`config.mk`:
```
export PLATFORM = sky130hd
export DESIGN_NAME = tlp_tx_arbiter
export DESIGN_NICKNAME = d
export VERILOG_FILES = /design/src/rtl/tlp_tx_arbiter.sv
export SDC_FILE = /design/constraint.sdc
export NUM_CORES = 1
export LEC_CHECK = 0
export CAP_MARGIN = 20
export CORE_AREA = 2 2 159 161
export CTS_CLUSTER_DIAMETER = 30
export DETAILED_ROUTE_END_ITERATION = 6
export DIE_AREA = 0 0 161 163
export GPL_TIMING_DRIVEN = 0
export HOLD_SLACK_MARGIN = 0.08
export PLACE_DENSITY_LB_ADDON = 0.12
export SYNTH_ARGS = -nofsm -noshare
export SYNTH_HDL_FRONTEND = slang
export SYNTH_SLANG_ARGS = --single-unit
```
`constraint.sdc`:
```
create_clock -name clk -period 3.11 [get_ports clk]
set_clock_uncertainty 0.2 [all_clocks]
set_input_delay 0.311 -clock clk [delete_from_list [all_inputs] [get_ports clk]]
set_output_delay 0.311 -clock clk [all_outputs]
set_load 0.02 [all_outputs]
```
`src/rtl/tlp_tx_arbiter.sv`:
```
`default_nettype none
// ============================================================================
//  Module   : tlp_tx_arbiter
//  Function : Packet-atomic round-robin merge of NUM_SRC TLP TX streams into
//             one 64-bit stream toward the PCIe core. Arbitration latency is
//             one cycle, and one idle cycle separates consecutive packets.
//  Options  : `define PCILEECH_TXARB_PRIO0_EN gives source 0 strict priority.
//             The remaining sources stay round-robin among themselves.
//  Revision : 1.0  initial release
// ============================================================================
module tlp_tx_arbiter #(
   parameter int NUM_SRC = 3,
   parameter int CNT_W   = 16
) (
   input  logic                    clk,
   input  logic                    rst,
   input  logic [NUM_SRC*64-1:0]   src_data,
   input  logic [NUM_SRC*8-1:0]    src_keep,
   input  logic [NUM_SRC-1:0]      src_last,
   input  logic [NUM_SRC*22-1:0]   src_user,
   input  logic [NUM_SRC-1:0]      src_valid,
   output logic [NUM_SRC-1:0]      src_ready,
   output logic [63:0]             tx_data,
   output logic [7:0]              tx_keep,
   output logic                    tx_last,
   output logic [21:0]             tx_user,
   output logic                    tx_valid,
   input  logic                    tx_ready,
   output logic                    busy,
   output logic [NUM_SRC-1:0]      gnt,
   output logic [CNT_W-1:0]        pkt_count
);

   localparam int IW = $clog2(NUM_SRC);

   typedef enum logic {
      IDLE = 1'b0,
      BUSY = 1'b1
   } state_t;

   state_t              state_q;
   logic [NUM_SRC-1:0]  gnt_q;
   logic [IW-1:0]       gidx_q;
   logic [IW-1:0]       last_gnt_q;
   logic                busy_q;
   logic [CNT_W-1:0]    pkt_count_q;

   logic                hi_vld_d;
   logic [IW-1:0]       hi_idx_d;
   logic                lo_vld_d;
   logic [IW-1:0]       lo_idx_d;
   logic                win_vld_d;
   logic [IW-1:0]       win_idx_d;
   logic                xfer_last_d;

   // Round-robin search: lowest valid index above last_gnt, else lowest
   // valid index at or below it (this realises the upward search with wrap).
   always_comb begin
      hi_vld_d = 1'b0;
      hi_idx_d = '0;
      lo_vld_d = 1'b0;
      lo_idx_d = '0;
      for (int i = NUM_SRC - 1; i >= 0; i--) begin
`ifdef PCILEECH_TXARB_PRIO0_EN
         if (src_valid[i] && (i != 0)) begin
`else
         if (src_valid[i]) begin
`endif
            if (IW'(i) > last_gnt_q) begin
               hi_vld_d = 1'b1;
               hi_idx_d = IW'(i);
            end else begin
               lo_vld_d = 1'b1;
               lo_idx_d = IW'(i);
            end
         end
      end
      win_vld_d = hi_vld_d | lo_vld_d;
      win_idx_d = hi_vld_d ? hi_idx_d : lo_idx_d;
`ifdef PCILEECH_TXARB_PRIO0_EN
      // Source 0 pre-empts the round-robin choice whenever it requests.
      if (src_valid[0]) begin
         win_vld_d = 1'b1;
         win_idx_d = '0;
      end
`endif
   end

   // Output mux: the granted source drives tx_* and sees tx_ready; others stall.
   always_comb begin
      tx_data   = '0;
      tx_keep   = '0;
      tx_last   = 1'b0;
      tx_user   = '0;
      tx_valid  = 1'b0;
      src_ready = '0;
      for (int i = 0; i < NUM_SRC; i++) begin
         if ((state_q == BUSY) && gnt_q[i]) begin
            tx_data      = src_data[i*64 +: 64];
            tx_keep      = src_keep[i*8 +: 8];
            tx_last      = src_last[i];
            tx_user      = src_user[i*22 +: 22];
            tx_valid     = src_valid[i];
            src_ready[i] = tx_ready;
         end
      end
      xfer_last_d = tx_valid & tx_ready & tx_last;
   end

   // Grant FSM: grant in IDLE, hold through the packet, release on last beat.
   always_ff @(posedge clk) begin
      if (rst) begin
         state_q     <= IDLE;
         gnt_q       <= '0;
         gidx_q      <= '0;
         busy_q      <= 1'b0;
         last_gnt_q  <= IW'(NUM_SRC - 1);
         pkt_count_q <= '0;
      end else if (state_q == IDLE) begin
         if (win_vld_d) begin
            state_q <= BUSY;
            gnt_q   <= {{(NUM_SRC-1){1'b0}}, 1'b1} << win_idx_d;
            gidx_q  <= win_idx_d;
            busy_q  <= 1'b1;
         end
      end else begin
         if (xfer_last_d) begin
            state_q     <= IDLE;
            gnt_q       <= '0;
            busy_q      <= 1'b0;
            pkt_count_q <= pkt_count_q + CNT_W'(1);
`ifdef PCILEECH_TXARB_PRIO0_EN
            // Priority grants to source 0 must not disturb the rotation.
            if (gidx_q != '0) begin
               last_gnt_q <= gidx_q;
            end
`else
            last_gnt_q  <= gidx_q;
`endif
         end
      end
   end

   assign gnt       = gnt_q;
   assign busy      = busy_q;
   assign pkt_count = pkt_count_q;

endmodule
`default_nettype wire
```
* Word-level counts from Yosys, hierarchy flattened
Cells that the tools add are included.
** Storage, ports and cells
- Flip-flop bits (word level) :: 25
- Latch bits :: 0
- Memory bits (read-only) :: 0
- Output and inout port bits :: 119
- Bits in writable memories :: 0
- Word-level logic and storage cells :: 75
- Memories :: 0
- Input port bits :: 291
** Cells by class
- $mul :: 0
- Equality and inequality tests :: 1
- Reduce and logical (&&, ||, !) cells :: 7
- $lt $le $gt $ge :: 3
- Bitwise gates (word level) :: 4
- $add $sub $neg :: 1
- Shift operators :: 1
- Mux-type cells :: 52
- Divide/modulo/power cells :: 0
** Operators with widths (number)
- 64-bit two-way mux :: 3
- 22-bit two-way mux :: 3
- 1-bit two-way mux :: 27
- 2-bit two-way mux :: 13
- 8-bit two-way mux :: 3
- 16-bit by 1-bit adder with 16-bit output (second input constant) :: 1
- 3-bit two-way mux :: 3
- 2-bit AND reduction :: 3
- 1-bit by 2-bit > comparator with 1-bit output (first input constant) :: 2
- 1-bit logical AND :: 3
- 1-bit by 2-bit << shifter with 3-bit output (first input constant) :: 1
- 1-bit bitwise AND :: 2
- 2-bit > comparator (first input constant) :: 1
- 2-bit by 1-bit inequality test with 1-bit output (second input constant) :: 1
- 2-bit nonzero test :: 1
- 1-bit NOT :: 1
- 1-bit OR :: 1

* Longest topological paths before layout
Gate-level depths: netlist of run 1.
- Depth after elaboration :: 11
- Mapped depth :: 7
- Mapped depth without buffers :: 5

* Least setup slack after synthesis of run 1
OpenSTA, ideal clock, no wires.
- Path type :: register -> output
- Start point :: register gnt_q[1] (netlist: gnt[1])
- End point :: output port tx_data[10]
- Setup slack :: 686 ps
- Buffers on the path :: 4
- Required time :: 2599 ps
- Cell stages (with the launch flop) :: 8
- Data arrival time :: 1913 ps
- Cell sequence :: dfxtp_1 buf_6 and2_1 clkbuf_1 clkbuf_1 clkbuf_1 a22oi_1 a21oi_1
** Between the ends
- Word-level cells in the longest chain between the ends :: 3
** Ends and longest elaborated chain
- start: declaration :: RTL line 42 : logic [NUM_SRC-1:0] gnt_q;
- start signal: assignment :: RTL line 122 : gnt_q <= {{(NUM_SRC-1){1'b0}}, 1'b1} << win_idx_d;
- 1-bit logical AND :: RTL line 98 : if ((state_q == BUSY) && gnt_q[i]) begin
- 64-bit two-way mux (2 in series) :: RTL line 98
- end: declaration :: RTL line 23 : output logic [63:0] tx_data,
Every way passes these cells.

* Worst setup path after layout of run 1
- Start point :: input port src_valid[0]
- End point :: output port tx_valid
** Between the ends
- Word-level cells in the longest chain between the ends :: 3
** Ends and longest elaborated chain
- start: declaration :: RTL line 21 : input logic [NUM_SRC-1:0] src_valid,
- 1-bit two-way mux (3 in series) :: RTL line 98
- end: declaration :: RTL line 27 : output logic tx_valid,
Every way passes these cells.

==> results of run 1 <==
final timing paths:
check	end	depth (start not counted)	from
worst min register to register	gidx_q[0]	2	gidx_q[0]
worst max-delay path	tx_valid	6	src_valid[0]
worst max register to register	pkt_count[6]	6	gnt[2]
worst min-delay path	gidx_q[0]	2	gidx_q[0]
power by group through the flow:
stage	combinational (mW)	clock, mW	sequential [mW]
2_1_floorplan	0.216	0	0.340
3_3_place_gp	0.808	0	0.338
3_5_place_dp	0.807	0	0.339
4_1_cts	0.804	0.308	0.331
5_1_grt	0.835	0.321	0.332
6_report	0.787	0.298	0.331
cell usage in the layout, fill, tap and decap left out, drive strengths merged, types with 2 or more instances in the layout:
cell	count
nand3	8
o211ai	2
nor2b	3
dlygate4sd2	27
dfxtp	25
clkbuf	42
clkdlybuf4s50	329
a221oi	2
dlymetal6s2s	52
nor4	2
o31ai	10
nand3b	2
inv	8
or3	3
a22oi	94
mux2	2
a21oi	112
buf	12
o22ai	2
o21ai	11
and3	5
or4	9
nand2	14
nor2	103
and4	2
o311ai	2
nor3	2
timing repair:
action / 4_1_cts / 5_1_grt
gates cloned: 0 / 0
gates resized for setup: 69 / 66
setup endpoints to repair: 94 / 70
state kept, by name (all words and copies together), names as in the netlist:
name and count:
busy 1, gnt 3, state_q 1, last_gnt_q 2, gidx_q 2, pkt_count 16
kinds of logic after synthesis:
logic type / after synthesis / share of synthesized area
flops: 25 / 0.166
fa+ha+maj: 1 / 0.00415
buf+inv: 59 / 0.0788
simple gates: 156 / 0.234
compound gates: 243 / 0.507
mux: 3 / 0.0108
final cells by class:
class | count | area, um2 | area share
multi-input cells | 403 | 2310 | 0.297
inverters | 8 | 30.0 | 0.00386
clock buffers | 3 | 75.1 | 0.00965
flip-flops and latches | 25 | 502 | 0.0645
clock inverters | 1 | 7.51 | 0.000965
repair buffers | 408 | 4180 | 0.537
well taps | 330 | 413 | 0.0531
plain buffers | 51 | 264 | 0.0339
metal layers:
layer | vias to the layer above | track usage | wire length [um]
met5 | - | 0 | 0
met4 | 0 | 0.0329 | 437
met3 | 21 | 0.0339 | 1510
met2 | 227 | 0.364 | 14600
met1 | 2524 | 0.221 | 10100
li1 | 2669 | - | -
worst min-delay path: cells and delay by family, from the launching register on:
family             cells  cell delay [ns]
AOI/OAI and AO/OA      1             0.06
DFF                    1             0.32
and+or+nand+nor        1             0.05
metrics by stage:
stage,util,worst slack (ns),instance area (um2),total power [mW],cells
finish,0.315,0.141,7780,1.42,1229
global route,0.315,-0.00104,7780,1.49,1229
CTS,0.310,0.00112,7640,1.44,1229
detailed placement,0.305,-0.609,7510,1.15,1225
global placement,0.305,-0.664,7510,1.15,1225
floorplan,-,0.686,3020,0.557,487
==> run summary, run 1 <==
RUN
-----------------------------------------------------------------------------------------
Number of max-cap violations                                                            0

PLACEMENT
-----------------------------------------------------------------------------------------
Placer's final routability congestion estimate                                      0.820
# port buffers                                                                        408
Placed wire-length estimate                                                      23100 um

ROUTE
-----------------------------------------------------------------------------------------
DRT antenna net count                                                                   0
DRC marker count from the first detailed-route iteration                              225
First-pass iteration count of the detailed router                                       5
Avg Vias per Cell                                                                    4.43
WL final                                                                         26700 um
Via count                                                                            5441
Routed length per instance                                                        21.7 um
DRC                                                                                     0

SYNTH
-----------------------------------------------------------------------------------------
Post-synthesis instance total                                                         487
Yosys top cell by area                                                       sky130_fd_sc_hd__a22oi_1
Cell area after synthesis                                                        3020 um2
Number of synthesis warnings                                                            0
Share of Yosys cell area claimed by the top area cell type                          0.234
Synth cell types                                                                       40
Top-count cell post-synth                                                    sky130_fd_sc_hd__a21oi_1
Proportion of register bits with asynchronous set or reset after synthesis              0
Mean cell area of the mapped netlist                                             6.19 um2
Synthesized flop and latch total                                                       25
Part of the Yosys area used for sequential elements                                 0.166
Leading cell types by total area after synthesis                             sky130_fd_sc_hd__a22oi_1, sky130_fd_sc_hd__a21oi_1, sky130_fd_sc_hd__dfxtp_1
Most used standard cells in the synthesized netlist                          sky130_fd_sc_hd__a21oi_1, sky130_fd_sc_hd__nor2_1, sky130_fd_sc_hd__a22oi_1
Predominant post-synthesis flop cell                                         sky130_fd_sc_hd__dfxtp_1
Net count of the mapped netlist                                                       779
Number of synthesized flops with an enable pin                                          0

TIMING
-----------------------------------------------------------------------------------------
Number of endpoints failing setup at the final stage                                    0
Share of the cycle needed by the critical path after routing                        0.955
Total negative setup slack                                                           0 ns
Highest clock frequency the design can meet                                       337 MHz
Post-route minimum period                                                         2.97 ns
RSZ-0062 raised after global routing                                                 true
Final max-slew violation count                                                          0
Slew at the pin closest to its max-slew limit                                    0.703 ns
Minimum hold slack                                                               0.280 ns
Relative slew slack                                                                 0.529
Final count of hold timing violations                                                   0

FINAL LAYOUT
-----------------------------------------------------------------------------------------
Area Growth Syn to Fin                                                               158%
Number of inserted diodes                                                               0
Share of layout cells above drive strength 1                                       0.0601
Count of fill cells added during filler insertion                                    2735
# nets final                                                                         1192

POWER AND IR DROP
-----------------------------------------------------------------------------------------
Worst voltage drop across the vdd grid                                         0.000186 V
Share of total power consumed by net switching                                      0.313
Net Switching                                                                    0.443 mW
Clock network fraction of total power                                               0.210
Combinational group share of total power                                            0.556
Internal Power                                                                   0.972 mW
Power per cell area                                                            182 nW/um2
Leakage dissipation                                                               3.75 nW
Sequential cell fraction of total power                                             0.234

CTS
-----------------------------------------------------------------------------------------
Post CTS Setup Buffer Count                                                             0
Clock slew seen by the registers of the worst setup and hold paths                0.07 ns
Clock latency on the worst-skew pair                                              0.26 ns
Quantity of hold-fixing buffers added after cts                                         0
Number of buffers inserted during clock tree synthesis                                  3
TritonCTS clock tree                                                                 done
Maximum level of the CTS H-tree                                                         1
Root buffer cell                                                             sky130_fd_sc_hd__clkbuf_16
Deepest clock path buffer count                                                         2
Clock tree sinks                                                                       25

GLOBAL ROUTE
-----------------------------------------------------------------------------------------
Via count of the first global-routing pass                                           5401
First-pass GRT wire length                                                       36800 um
Initial antenna violation count                                                         0
Overflow after GRT                                                                      0
GRT Resource Usage Total                                                            0.190
Largest net degree at the start of global routing                                      16

SETUP PATH
-----------------------------------------------------------------------------------------
Cell family with the largest share of critical-path delay                    buffers and inverters
Crit path DAT                                                                     2.46 ns
Cells traversed along the worst timing path                                  clkdlybuf4s50_1, and3b_1, nor2_1, clkbuf_2, nor2_1, clkdlybuf4s50_1
Critical path startpoint category                                            primary input
Maximum fanout encountered on the critical timing path                                 10
Crit-path max cell delay                                                          0.57 ns
Worst path required time                                                          2.60 ns
CP bufs+invs                                                                            3
Crit-path slowest cell                                                       sky130_fd_sc_hd__clkdlybuf4s50_1
Register-to-Register Setup Slack                                                  0.78 ns
Critical Path Sink Type                                                      primary output
Critical path class                                                          primary input to primary output

FLOORPLAN
-----------------------------------------------------------------------------------------
Overall die area                                                                26200 um2
Horizontal die dimension                                                           161 um
Die Span Y                                                                         163 um
Initial core utilization                                                            0.122
Cell row count                                                                         58
Core Area                                                                       24700 um2
IO Count                                                                              410

HOLD PATH
-----------------------------------------------------------------------------------------
Worst hold-check path type                                                   register to register

RUN STATUS
-----------------------------------------------------------------------------------------
Result of the run                                                            complete, no violations

(Power assumes the default switching activity.)
==> inputs of run 2 (changes only) <==
--- a/config.mk
+++ b/config.mk
@@ -7,10 +7,10 @@
 export LEC_CHECK = 0
 export CAP_MARGIN = 20
 export CORE_AREA = 2 2 159 161
-export CTS_CLUSTER_DIAMETER = 30
+export CTS_CLUSTER_DIAMETER = 200
 export DETAILED_ROUTE_END_ITERATION = 6
 export DIE_AREA = 0 0 161 163
-export GPL_TIMING_DRIVEN = 0
+export GPL_TIMING_DRIVEN = 1
 export HOLD_SLACK_MARGIN = 0.08
 export PLACE_DENSITY_LB_ADDON = 0.12
 export SYNTH_ARGS = -nofsm -noshare
==> constraint.sdc (replaced) <==
create_clock -name clk -period 3.55 [get_ports clk]
set_clock_uncertainty 0.2 [all_clocks]
set_input_delay 0.355 -clock clk [delete_from_list [all_inputs] [get_ports clk]]
set_output_delay 0.355 -clock clk [all_outputs]
set_load 0.02 [all_outputs]
==> run 2 against run 1 <==
Non-clock buffer count is 41 lower; highest routed layer is now met5; hold slack worse by 0.0083 ns; total power shrank 12%; final cell count fell by 3.3%; sequential power decreased by 11%; global-route usage shrank 1.1 points; via count down 3.9%; largest cell class unchanged.
==> run summary, run 2 (synthesized netlist as in run 1, its figures left out) <==
FLOORPLAN
---------------------------------------------------------------------------------
IO Count                                                                      410
Initial core utilization                                                    0.122
Overall die area                                                        26200 um2
Core Area                                                               24700 um2
Cell row count                                                                 58
Die Span Y                                                                 163 um
Horizontal die dimension                                                   161 um

FINAL LAYOUT
---------------------------------------------------------------------------------
Fraction of the core area covered by cells at the end of the flow           0.306
Commonest non-fill, non-tap cells in the layout                      sky130_fd_sc_hd__clkdlybuf4s50_1, sky130_fd_sc_hd__a21oi_1, sky130_fd_sc_hd__nor2_1
Count of fill cells added during filler insertion                            2710
Number of inserted diodes                                                       0
Register Area                                                             500 um2
Most common library cell in the layout ignoring fill and taps        sky130_fd_sc_hd__clkdlybuf4s50_1
Largest register FFs                                                           16
Area of the multi-input gates                                            2300 um2
Cell area after layout                                                   7550 um2
Share of layout cells above drive strength 1                               0.0233
# nets final                                                                 1151
Area Growth Syn to Fin                                                       150%

SETUP PATH
---------------------------------------------------------------------------------
Crit path DAT                                                             2.75 ns
Crit-path max cell delay                                                  0.71 ns
Critical path class                                                  register to primary output
Crit-path slowest cell                                               sky130_fd_sc_hd__clkdlybuf4s50_1
Cell family with the largest share of critical-path delay            buffers and inverters
Worst r2r path cells                                                            4
Maximum fanout encountered on the critical timing path                         19
Total number of cells along the worst setup path                                6
CP bufs+invs                                                                    2
Worst path required time                                                  2.99 ns
Register-to-Register Setup Slack                                          0.93 ns
Cells traversed along the worst timing path                          nand2_1, nor2_4, buf_4, a22oi_1, a21oi_1, clkdlybuf4s50_1
Critical path startpoint category                                        register
Critical Path Sink Type                                              primary output

TIMING
---------------------------------------------------------------------------------
Share of the cycle needed by the critical path after routing                0.931
Worst setup margin                                                       0.244 ns
Number of endpoints failing setup at the final stage                            0
Total negative setup slack                                                   0 ns
Final count of hold timing violations                                           0
Final max-slew violation count                                                  0
Relative slew slack                                                         0.327
RSZ-0062 raised after global routing                                        false
Post-route minimum period                                                 3.31 ns
Slew at the pin closest to its max-slew limit                             1.01 ns
Highest clock frequency the design can meet                               302 MHz

POWER AND IR DROP
---------------------------------------------------------------------------------
Clock network fraction of total power                                       0.206
Internal Power                                                           0.866 mW
Net Switching                                                            0.379 mW
Power per cell area                                                    165 nW/um2
Worst voltage drop across the vdd grid                                 0.000148 V
Leakage dissipation                                                       2.61 nW
Combinational group share of total power                                    0.557
Share of total power consumed by net switching                              0.304
Sequential cell fraction of total power                                     0.237
Total Power Consumption                                                   1.24 mW

CTS
---------------------------------------------------------------------------------
Deepest clock path buffer count                                                 2
Quantity of hold-fixing buffers added after cts                                 0
Clock tree sinks                                                               25
Maximum level of the CTS H-tree                                                 1
Post CTS Setup Buffer Count                                                     0
Number of buffers inserted during clock tree synthesis                          3
Root buffer cell                                                     sky130_fd_sc_hd__clkbuf_16
Clock latency on the worst-skew pair                                      0.26 ns
Cts repair resizes                                                              0
TritonCTS clock tree                                                         done
Clock slew seen by the registers of the worst setup and hold paths        0.07 ns

PLACEMENT
---------------------------------------------------------------------------------
Post-detailed-placement cell area                                        7480 um2
Post-place setup slack                                                   0.462 ns
Placer's final routability congestion estimate                              0.794
# port buffers                                                                409
Placed wire-length estimate                                              21100 um

RUN STATUS
---------------------------------------------------------------------------------
Result of the run                                                    complete, no violations

GLOBAL ROUTE
---------------------------------------------------------------------------------
GRT Resource Usage Total                                                    0.178
Via count of the first global-routing pass                                   5214
First-pass GRT wire length                                               34900 um
Largest net degree at the start of global routing                              76
Overflow after GRT                                                              0
Initial antenna violation count                                                 1

ROUTE
---------------------------------------------------------------------------------
DRC                                                                             0
Via count                                                                    5231
DRC marker count from the first detailed-route iteration                      284
Routed length per instance                                                21.2 um
Avg Vias per Cell                                                            4.40
DRT antenna net count                                                           0
First-pass iteration count of the detailed router                               4
WL final                                                                 25200 um

RUN
---------------------------------------------------------------------------------
Number of max-cap violations                                                    0

HOLD PATH
---------------------------------------------------------------------------------
Worst Hold Depth                                                                2
Worst hold-check path type                                           register to register

[run 2: worst paths after layout]
path	startpoint	to
max	state_q	tx_user[14]
min	gidx_q[0]	gidx_q[0]
max reg2reg	gnt[1]	pkt_count[6]
min reg2reg	gidx_q[0]	gidx_q[0]
[run 2: worst reg2reg max path: stages, from the launching register on]
cell and delay, ns:
sky130_fd_sc_hd__dfxtp_1 0.59, sky130_fd_sc_hd__a21oi_1 0.18, sky130_fd_sc_hd__a221o_1 0.75, sky130_fd_sc_hd__nor4_1 0.43, sky130_fd_sc_hd__mux2_2 0.37
[run 2: per-stage QoR]
stage,hold WS (ns),cells
after global routing,0.321,1188
after global placement,0.271,1184
final,0.272,1188
after detailed placement,0.269,1184
after floorplan,0.237,487
after CTS,0.278,1188
[run 2: power by group through the flow]
| stage | clock network (mW) | logic [mW] | registers, mW |
|---|---|---|---|
| 3_3_place_gp | 0 | 0.703 | 0.301 |
| 3_5_place_dp | 0 | 0.701 | 0.301 |
| 5_1_grt | 0.277 | 0.735 | 0.295 |
| 2_1_floorplan | 0 | 0.190 | 0.298 |
| 6_report | 0.257 | 0.693 | 0.294 |
| 4_1_cts | 0.265 | 0.705 | 0.294 |
[run 2: final cells by class]
class                      count  area share
clock buffer                   4      0.0104
timing repair buffer         418       0.561
inverter                       8     0.00397
sequential                    25      0.0662
multi-input combinational    403       0.304
tap                          330      0.0547
[run 2: routing by layer]
metal / track usage / vias to the layer above / part of all wire
li1: - / 2577 / -
met1: 0.199 / 2437 / 0.37
met2: 0.351 / 197 / 0.56
met3: 0.0336 / 18 / 0.055
met4: 0.0337 / 2 / 0.019
met5: 0 / - / 0.00044
